==> src/rtl/i2c_csr_mch.sv <==
`default_nettype none
// ============================================================================
// Module : i2c_csr_mch
// Multi-channel I2C CSR block on the USI slave bus with a one-shot command FIFO
// Rev    : 1.0  initial release
// ============================================================================
module i2c_csr_mch #(
  parameter int pBlockAdrsMap = 8,
  parameter int pAdrsMap      = 'h01,
  parameter int pBusAdrsBit   = 32,
  parameter int pI2CDivClk    = 16,
  parameter int pChNum        = 4,
  parameter int pRxW          = 16,
  parameter int pCmdDepth     = 8
) (
  input  logic                     iSysClk,
  input  logic                     iSysRst,
  input  logic [31:0]              iSUsiWd,
  input  logic [pBusAdrsBit-1:0]   iSUsiAdrs,
  input  logic                     iSUsiWCke,
  output logic [31:0]              oSUsiRd,
  output logic                     oSUsiVd,
  output logic                     oI2CEn,
  output logic [pI2CDivClk-1:0]    oI2CDiv,
  output logic [pChNum-1:0]        oChEn,
  output logic [31:0]              oCmdData,
  output logic                     oCmdVd,
  input  logic                     iCmdRd,
  input  logic [pChNum*pRxW-1:0]   iRxData,
  input  logic [pChNum-1:0]        iRxVd,
  input  logic [pChNum-1:0]        iNack,
  input  logic                     iBusy
);

  localparam int                       c_PTR_W   = $clog2(pCmdDepth);
  localparam int                       c_CNT_W   = c_PTR_W + 1;
  localparam logic [pBlockAdrsMap-1:0] c_BLK_SEL = pBlockAdrsMap'(pAdrsMap);
  localparam logic [c_CNT_W-1:0]       c_DEPTH   = c_CNT_W'(pCmdDepth);
  localparam logic [4:0]               c_CH_N    = 5'(pChNum);

  logic                  en_q,   en_d;
  logic [pI2CDivClk-1:0] div_q,  div_d;
  logic [pChNum-1:0]     chen_q, chen_d;
  logic [31:0]           mem_q  [pCmdDepth];
  logic [31:0]           mem_d  [pCmdDepth];
  logic [c_PTR_W-1:0]    wptr_q, wptr_d;
  logic [c_PTR_W-1:0]    rptr_q, rptr_d;
  logic [c_CNT_W-1:0]    cnt_q,  cnt_d;
  logic                  ovf_q,  ovf_d;
  logic [pChNum-1:0]     nack_q, nack_d;
  logic [pChNum-1:0]     new_q,  new_d;
  logic [pRxW-1:0]       rx_q   [pChNum];
  logic [pRxW-1:0]       rx_d   [pChNum];
  logic [31:0]           rd_q,   rd_d;
  logic                  vd_q,   vd_d;

  logic       w_hit, w_wr, w_rd;
  logic [7:0] w_off;
  logic [4:0] w_rx_idx;
  logic       w_rx_sel;
  logic       w_empty, w_full;
  logic       w_push_req, w_push_ok, w_pop, w_flush;
  logic [15:0] w_cnt16;

  assign w_hit    = (iSUsiAdrs[pBlockAdrsMap+7:8] == c_BLK_SEL);
  assign w_wr     = w_hit & iSUsiWCke;
  assign w_rd     = w_hit & ~iSUsiWCke;
  assign w_off    = iSUsiAdrs[7:0];
  // Channel capture window: 0x80 + 4*ch, word aligned, ch < pChNum
  assign w_rx_idx = w_off[6:2];
  assign w_rx_sel = w_off[7] & (w_off[1:0] == 2'b00) & (w_rx_idx < c_CH_N);

  assign w_empty    = (cnt_q == '0);
  assign w_full     = (cnt_q == c_DEPTH);
  assign w_cnt16    = 16'(cnt_q);
  assign w_push_req = w_wr & (w_off == 8'h0C);
  assign w_flush    = w_wr & (w_off == 8'h00) & iSUsiWd[1];
  assign w_pop      = iCmdRd & ~w_empty;
  assign w_push_ok  = w_push_req & (~w_full | w_pop);

  generate
    if (pBusAdrsBit > pBlockAdrsMap + 8) begin : g_unused_adrs
      logic w_unused_adrs;
      assign w_unused_adrs = ^iSUsiAdrs[pBusAdrsBit-1:pBlockAdrsMap+8];
    end
  endgenerate

  always_comb begin
    en_d   = en_q;
    div_d  = div_q;
    chen_d = chen_q;
    mem_d  = mem_q;
    wptr_d = wptr_q;
    rptr_d = rptr_q;
    cnt_d  = cnt_q;
    ovf_d  = ovf_q;
    nack_d = nack_q;
    new_d  = new_q;
    rx_d   = rx_q;
    rd_d   = rd_q;
    vd_d   = w_hit;

    if (w_wr) begin
      case (w_off)
        8'h00: en_d   = iSUsiWd[0];
        8'h04: div_d  = iSUsiWd[pI2CDivClk-1:0];
        8'h08: chen_d = iSUsiWd[pChNum-1:0];
        8'h14: begin
          nack_d = nack_q & ~iSUsiWd[pChNum-1:0];
          if (iSUsiWd[8]) ovf_d = 1'b0;
        end
        default: ;
      endcase
    end
    nack_d = nack_d | iNack;

    if (w_flush) begin
      wptr_d = '0;
      rptr_d = '0;
      cnt_d  = '0;
    end else begin
      if (w_push_ok) begin
        mem_d[wptr_q] = iSUsiWd;
        wptr_d        = wptr_q + c_PTR_W'(1);
      end
      if (w_pop) rptr_d = rptr_q + c_PTR_W'(1);
      if (w_push_ok && !w_pop)      cnt_d = cnt_q + c_CNT_W'(1);
      else if (!w_push_ok && w_pop) cnt_d = cnt_q - c_CNT_W'(1);
    end
    if (w_push_req && w_full && !w_pop) ovf_d = 1'b1;

    // A capture in the read cycle re-arms the flag the read would clear
    for (int ch = 0; ch < pChNum; ch++) begin
      if (w_rd && w_rx_sel && (w_rx_idx == 5'(ch))) new_d[ch] = 1'b0;
      if (iRxVd[ch]) begin
        rx_d[ch]  = iRxData[ch*pRxW +: pRxW];
        new_d[ch] = 1'b1;
      end
    end

    if (!w_hit) begin
      rd_d = iSUsiWd;
    end else begin
      rd_d = '0;
      if (w_rd) begin
        case (w_off)
          8'h00: rd_d[0] = en_q;
          8'h04: rd_d[pI2CDivClk-1:0] = div_q;
          8'h08: rd_d[pChNum-1:0] = chen_q;
          8'h10: rd_d = {w_cnt16, 13'b0, iBusy, w_full, w_empty};
          8'h14: begin
            rd_d[8]          = ovf_q;
            rd_d[pChNum-1:0] = nack_q;
          end
          8'h40: rd_d[pChNum-1:0] = new_q;
          default: begin
            for (int ch = 0; ch < pChNum; ch++) begin
              if (w_rx_sel && (w_rx_idx == 5'(ch))) rd_d[pRxW-1:0] = rx_q[ch];
            end
          end
        endcase
      end
    end
  end

  always_ff @(posedge iSysClk or posedge iSysRst) begin
    if (iSysRst) begin
      en_q   <= 1'b0;
      div_q  <= '1;
      chen_q <= '1;
      for (int i = 0; i < pCmdDepth; i++) mem_q[i] <= '0;
      wptr_q <= '0;
      rptr_q <= '0;
      cnt_q  <= '0;
      ovf_q  <= 1'b0;
      nack_q <= '0;
      new_q  <= '0;
      for (int ch = 0; ch < pChNum; ch++) rx_q[ch] <= '0;
      rd_q   <= '0;
      vd_q   <= 1'b0;
    end else begin
      en_q   <= en_d;
      div_q  <= div_d;
      chen_q <= chen_d;
      mem_q  <= mem_d;
      wptr_q <= wptr_d;
      rptr_q <= rptr_d;
      cnt_q  <= cnt_d;
      ovf_q  <= ovf_d;
      nack_q <= nack_d;
      new_q  <= new_d;
      rx_q   <= rx_d;
      rd_q   <= rd_d;
      vd_q   <= vd_d;
    end
  end

  assign oSUsiRd  = rd_q;
  assign oSUsiVd  = vd_q;
  assign oI2CEn   = en_q;
  assign oI2CDiv  = div_q;
  assign oChEn    = chen_q;
  assign oCmdVd   = ~w_empty;
  assign oCmdData = w_empty ? 32'h0 : mem_q[rptr_q];

endmodule
`default_nettype wire

==> config.mk <==
export PLATFORM = sky130hd
export DESIGN_NAME = i2c_csr_mch
export DESIGN_NICKNAME = d
export VERILOG_FILES = /design/src/rtl/i2c_csr_mch.sv
export SDC_FILE = /design/constraint.sdc
export NUM_CORES = 1
export LEC_CHECK = 0
export ABC_AREA = 0
export BUFFER_PORTS_ARGS = -buffer_cell sky130_fd_sc_hd__buf_2
export CAP_MARGIN = 15
export CORE_MARGIN = 2
export CORE_UTILIZATION = 59
export DETAILED_ROUTE_END_ITERATION = 8
export MAX_ROUTING_LAYER = met4
export PLACE_DENSITY_LB_ADDON = 0.25
export SYNTH_ARGS = -nofsm -noshare
export SYNTH_HDL_FRONTEND = slang
export SYNTH_SLANG_ARGS = --single-unit
==> constraint.sdc <==
create_clock -name iSysClk -period 22.1 [get_ports iSysClk]
set_clock_uncertainty 0.2 [all_clocks]
set_input_delay 3.315 -clock iSysClk [delete_from_list [all_inputs] [get_ports iSysClk]]
set_output_delay 3.315 -clock iSysClk [all_outputs]
set_load 0.05 [all_outputs]
==> out/summary.txt <==
Outcome = finished, final reports clean
Synth Instances = 1,199
Synth top area share = 52.25%
Mux cell area share after synthesis = 33.68%
Top_reg_cell synth = dfrtp_1
Compound-Gate Fraction of Synth Area = 3.355%
Fin crit share = 30.42%
Synth area leader = dfrtp_1
Crit start category = flop
H-tree depth = 2
Placed Instance Area = 0.01919 sq mm
Fin. Hold Viols = 0
Synth Area in XOR/XNOR = 0.1961%
Gate power share = 14.7%
Pint = 1.236 mW
Hpwl dp = 25.68 mm
Pre-CTS setup slack = 15,630 ps
Final instance area = 0.02048 sq mm
First-pass GRT wire length = 65.48 mm
Later-pin clock latency in the skew report = 530 ps
Row cnt = 63
Synthesized Nets = 1,345
Post-Synth Simple-Gate Area = 4.812%
# fillers = 2,079
Clock share of power = 39.4%
Reg2Reg Setup Slack = 18,750 ps
DR vias = 10,850
Antenna violations before repair = 3
Main combinational cell family by area after synthesis = multiplexers
CP Capture Type = output pin
Worst relative slew slack = 34.17%
Routability cong. = 0.9421
Clock buffer depth = 3
Synth unique cells = 64
Synth warn = 0
GRT Total Usage = 27.87%
Hold Slack = 279.0 ps
Pre-antenna DRT Iters = 5
Worst setup margin = 15,380 ps
EDFF count, synth = 0
Die area = 0.03168 sq mm
# clock sinks = 393
Slew Viols, Final = 0
Post-synthesis sequential area ratio = 55.19%
Worst EP arrival = 3210 ps
Crit Path Category = reg -> out
Number of remaining DRC errors = 0
Vias per cell = 6.026
Critical Path RT = 18,590 ps
Share of cells above drive strength 1 = 52.45%
Seq pwr share = 45.9%
Sw Share = 26.82%
Sw Pwr = 452.9 uW
Leak = 9.987 nW
Async SR Flop Fraction = 100.0%
Worst-Margin Slew = 987.5 ps
Setup TNS = 0 ps
DRT Wirelength = 41.48 mm
Die Width = 178 um
Number of max-cap violations = 0
Chip Height = 178 um
RSZ-0062 raised after global routing = no
F_max = 0.1487 GHz
Cts hold-fix bufs = 0
Starting Density = 60.11%
Vias in the first global route = 11,620
CTS tree = built
Fraction of the mapped netlist area in adder cells = 0.3922%
Top Ports = 228
Starting DRT DRC Count = 735
Nets = 1,523
Num CTS Buffers = 41
Pwr Density = 82.44 mW/mm^2
WL per Instance = 23.05 um
Final Critical Period = 6724 ps
Yosys reg bits = 393
Syn Area/Cell = 14.90 sq um
Hold Path Class = reg -> reg
Post-Syn Area = 0.01786 sq mm
Synth top area cells = dfrtp_1 (52%), mux2_2 (20%), mux4_2 (9.5%), dfstp_2 (2.9%), mux2_4 (2.5%)
Antenna-violating nets left = 0
Placeable Area = 0.02972 sq mm
Gr ovfl total = 0
Critical path fanouts, max = 43
Root Buffer = clkbuf_16
Area delta synth->final = 14.67%
Reg clk slew, reported paths = 60 ps
Setup bufs post-CTS = 0
Pin count of the biggest net entering global routing = 185
IO Port Bufs = 211
Resized Gates After CTS = 0
Final Setup Violations = 0
VDD IR max = 0.08554 mV
==> layer usage <==
metal  track usage [%]  up-vias  routed length [um]
met5                 -        -                   0
met1             37.68     5687               17900
met3             5.840       63                2646
li1                  -     4781                   -
met2             44.14      316               20190
met4             6.148        0                 744
==> final cells by class <==
type	count	area, sq um	share of cell area (%)
antenna	3	7.507	0.03665
clock buffer	62	1175	5.735
clock inverter	11	116.4	0.5680
inverter	6	30.03	0.1466
multi-input combinational	708	7614	37.17
sequential	393	9866	48.16
tap	390	488.0	2.382
timing repair buffer	227	1189	5.803
==> registers in the layout (all words and copies together), names as in the netlist, 4 cells and up <==
signal	count
oI2CDiv	16
mem_q	256
new_q	4
oSUsiRd	32
cnt_q	4
rx_q	64
oChEn	4
nack_q	4
==> cell usage in the layout (no fill, tap or decap), types with 6 or more instances in the layout <==
| cell type | synthesis | layout |
|---|---|---|
| a22o_1 | 7 | 7 |
| a21o_1 | 10 | 10 |
| buf_2 | 27 | 211 |
| dfrtp_1 | 373 | 370 |
| mux4_2 | 75 | 75 |
| and3_1 | 8 | 8 |
| clkbuf_16 | 0 | 41 |
| dfstp_2 | 20 | 20 |
| nand2_1 | 36 | 36 |
| and2_1 | 15 | 15 |
| clkbuf_1 | 39 | 14 |
| clkbuf_8 | 0 | 7 |
| clkinv_2 | 0 | 6 |
| mux2_4 | 30 | 30 |
| mux2i_1 | 34 | 34 |
| buf_4 | 0 | 15 |
| mux2_2 | 310 | 310 |
| nand3_1 | 17 | 17 |
| a22oi_1 | 19 | 19 |
| nor2_1 | 47 | 46 |
| o21ai_0 | 18 | 18 |
==> power by group through the flow <==
stage               Sequential [mW]  Combinational [mW]  Clock (mW)
global placement              0.787               0.247           0
finish                        0.775               0.249       0.665
detailed placement            0.788               0.250           0
CTS                           0.776               0.252       0.676
global route                  0.779               0.268       0.706
floorplan                     0.775               0.188           0
==> logic make-up (layout without fill, tap and decap cells) <==
kind of cell	Yosys count	in the layout
AOI/OAI and AO/OA	83	83
xor gates and xnor gates	4	4
adders and majority gates	5	5
buffers and inverters	98	306
DFF	393	393
muxes	453	453
other	0	3
and+or+nand+nor	163	163
==> per-stage QoR <==
step,utilization (%),total power [mW],cells
global route,68.93,1.753,1800
global placement,64.56,1.034,1724
detailed placement,64.56,1.039,1724
CTS,68.91,1.703,1797
floorplan,-,0.9631,1199
finish,68.93,1.689,1800
==> path summary, 6_finish.rpt <==
path,endpoint,start,cells past startpoint
hold / removal,new_q[2],new_q[2],1
hold reg to reg,new_q[2],new_q[2],1
min in group asynchronous,mem_q[108],iSysRst,2
max in group asynchronous,rptr_q[2],iSysRst,3
setup reg to reg,cnt_q[3],cnt_q[0],10
setup / recovery,oCmdData[14],rptr_q[0],5
==> critical path: stages, from the launching register on <==
cell,delay [ps]
dfrtp_4,740
buf_4,780
mux4_2,610
mux2i_1,230
nor2_1,60
buf_2,230
==> cells in the mapped netlist (4+ instances only) <==
library cell and count:
a21o_1 10, a21oi_1 5, a22o_1 7, a22oi_1 19, and2_1 15, and3_1 8, buf_1 23, buf_2 27
clkbuf_1 39, dfrtp_1 373, dfstp_2 20, ha_1 4, inv_1 6, mux2_1 4, mux2_2 310, mux2_4 30
mux2i_1 34, mux4_2 75, nand2_1 36, nand3_1 17, nor2_1 47, nor2b_1 4, nor3_1 4, nor4_1 4
nor4b_1 5, o21ai_0 18
(Power assumes the default switching activity.)
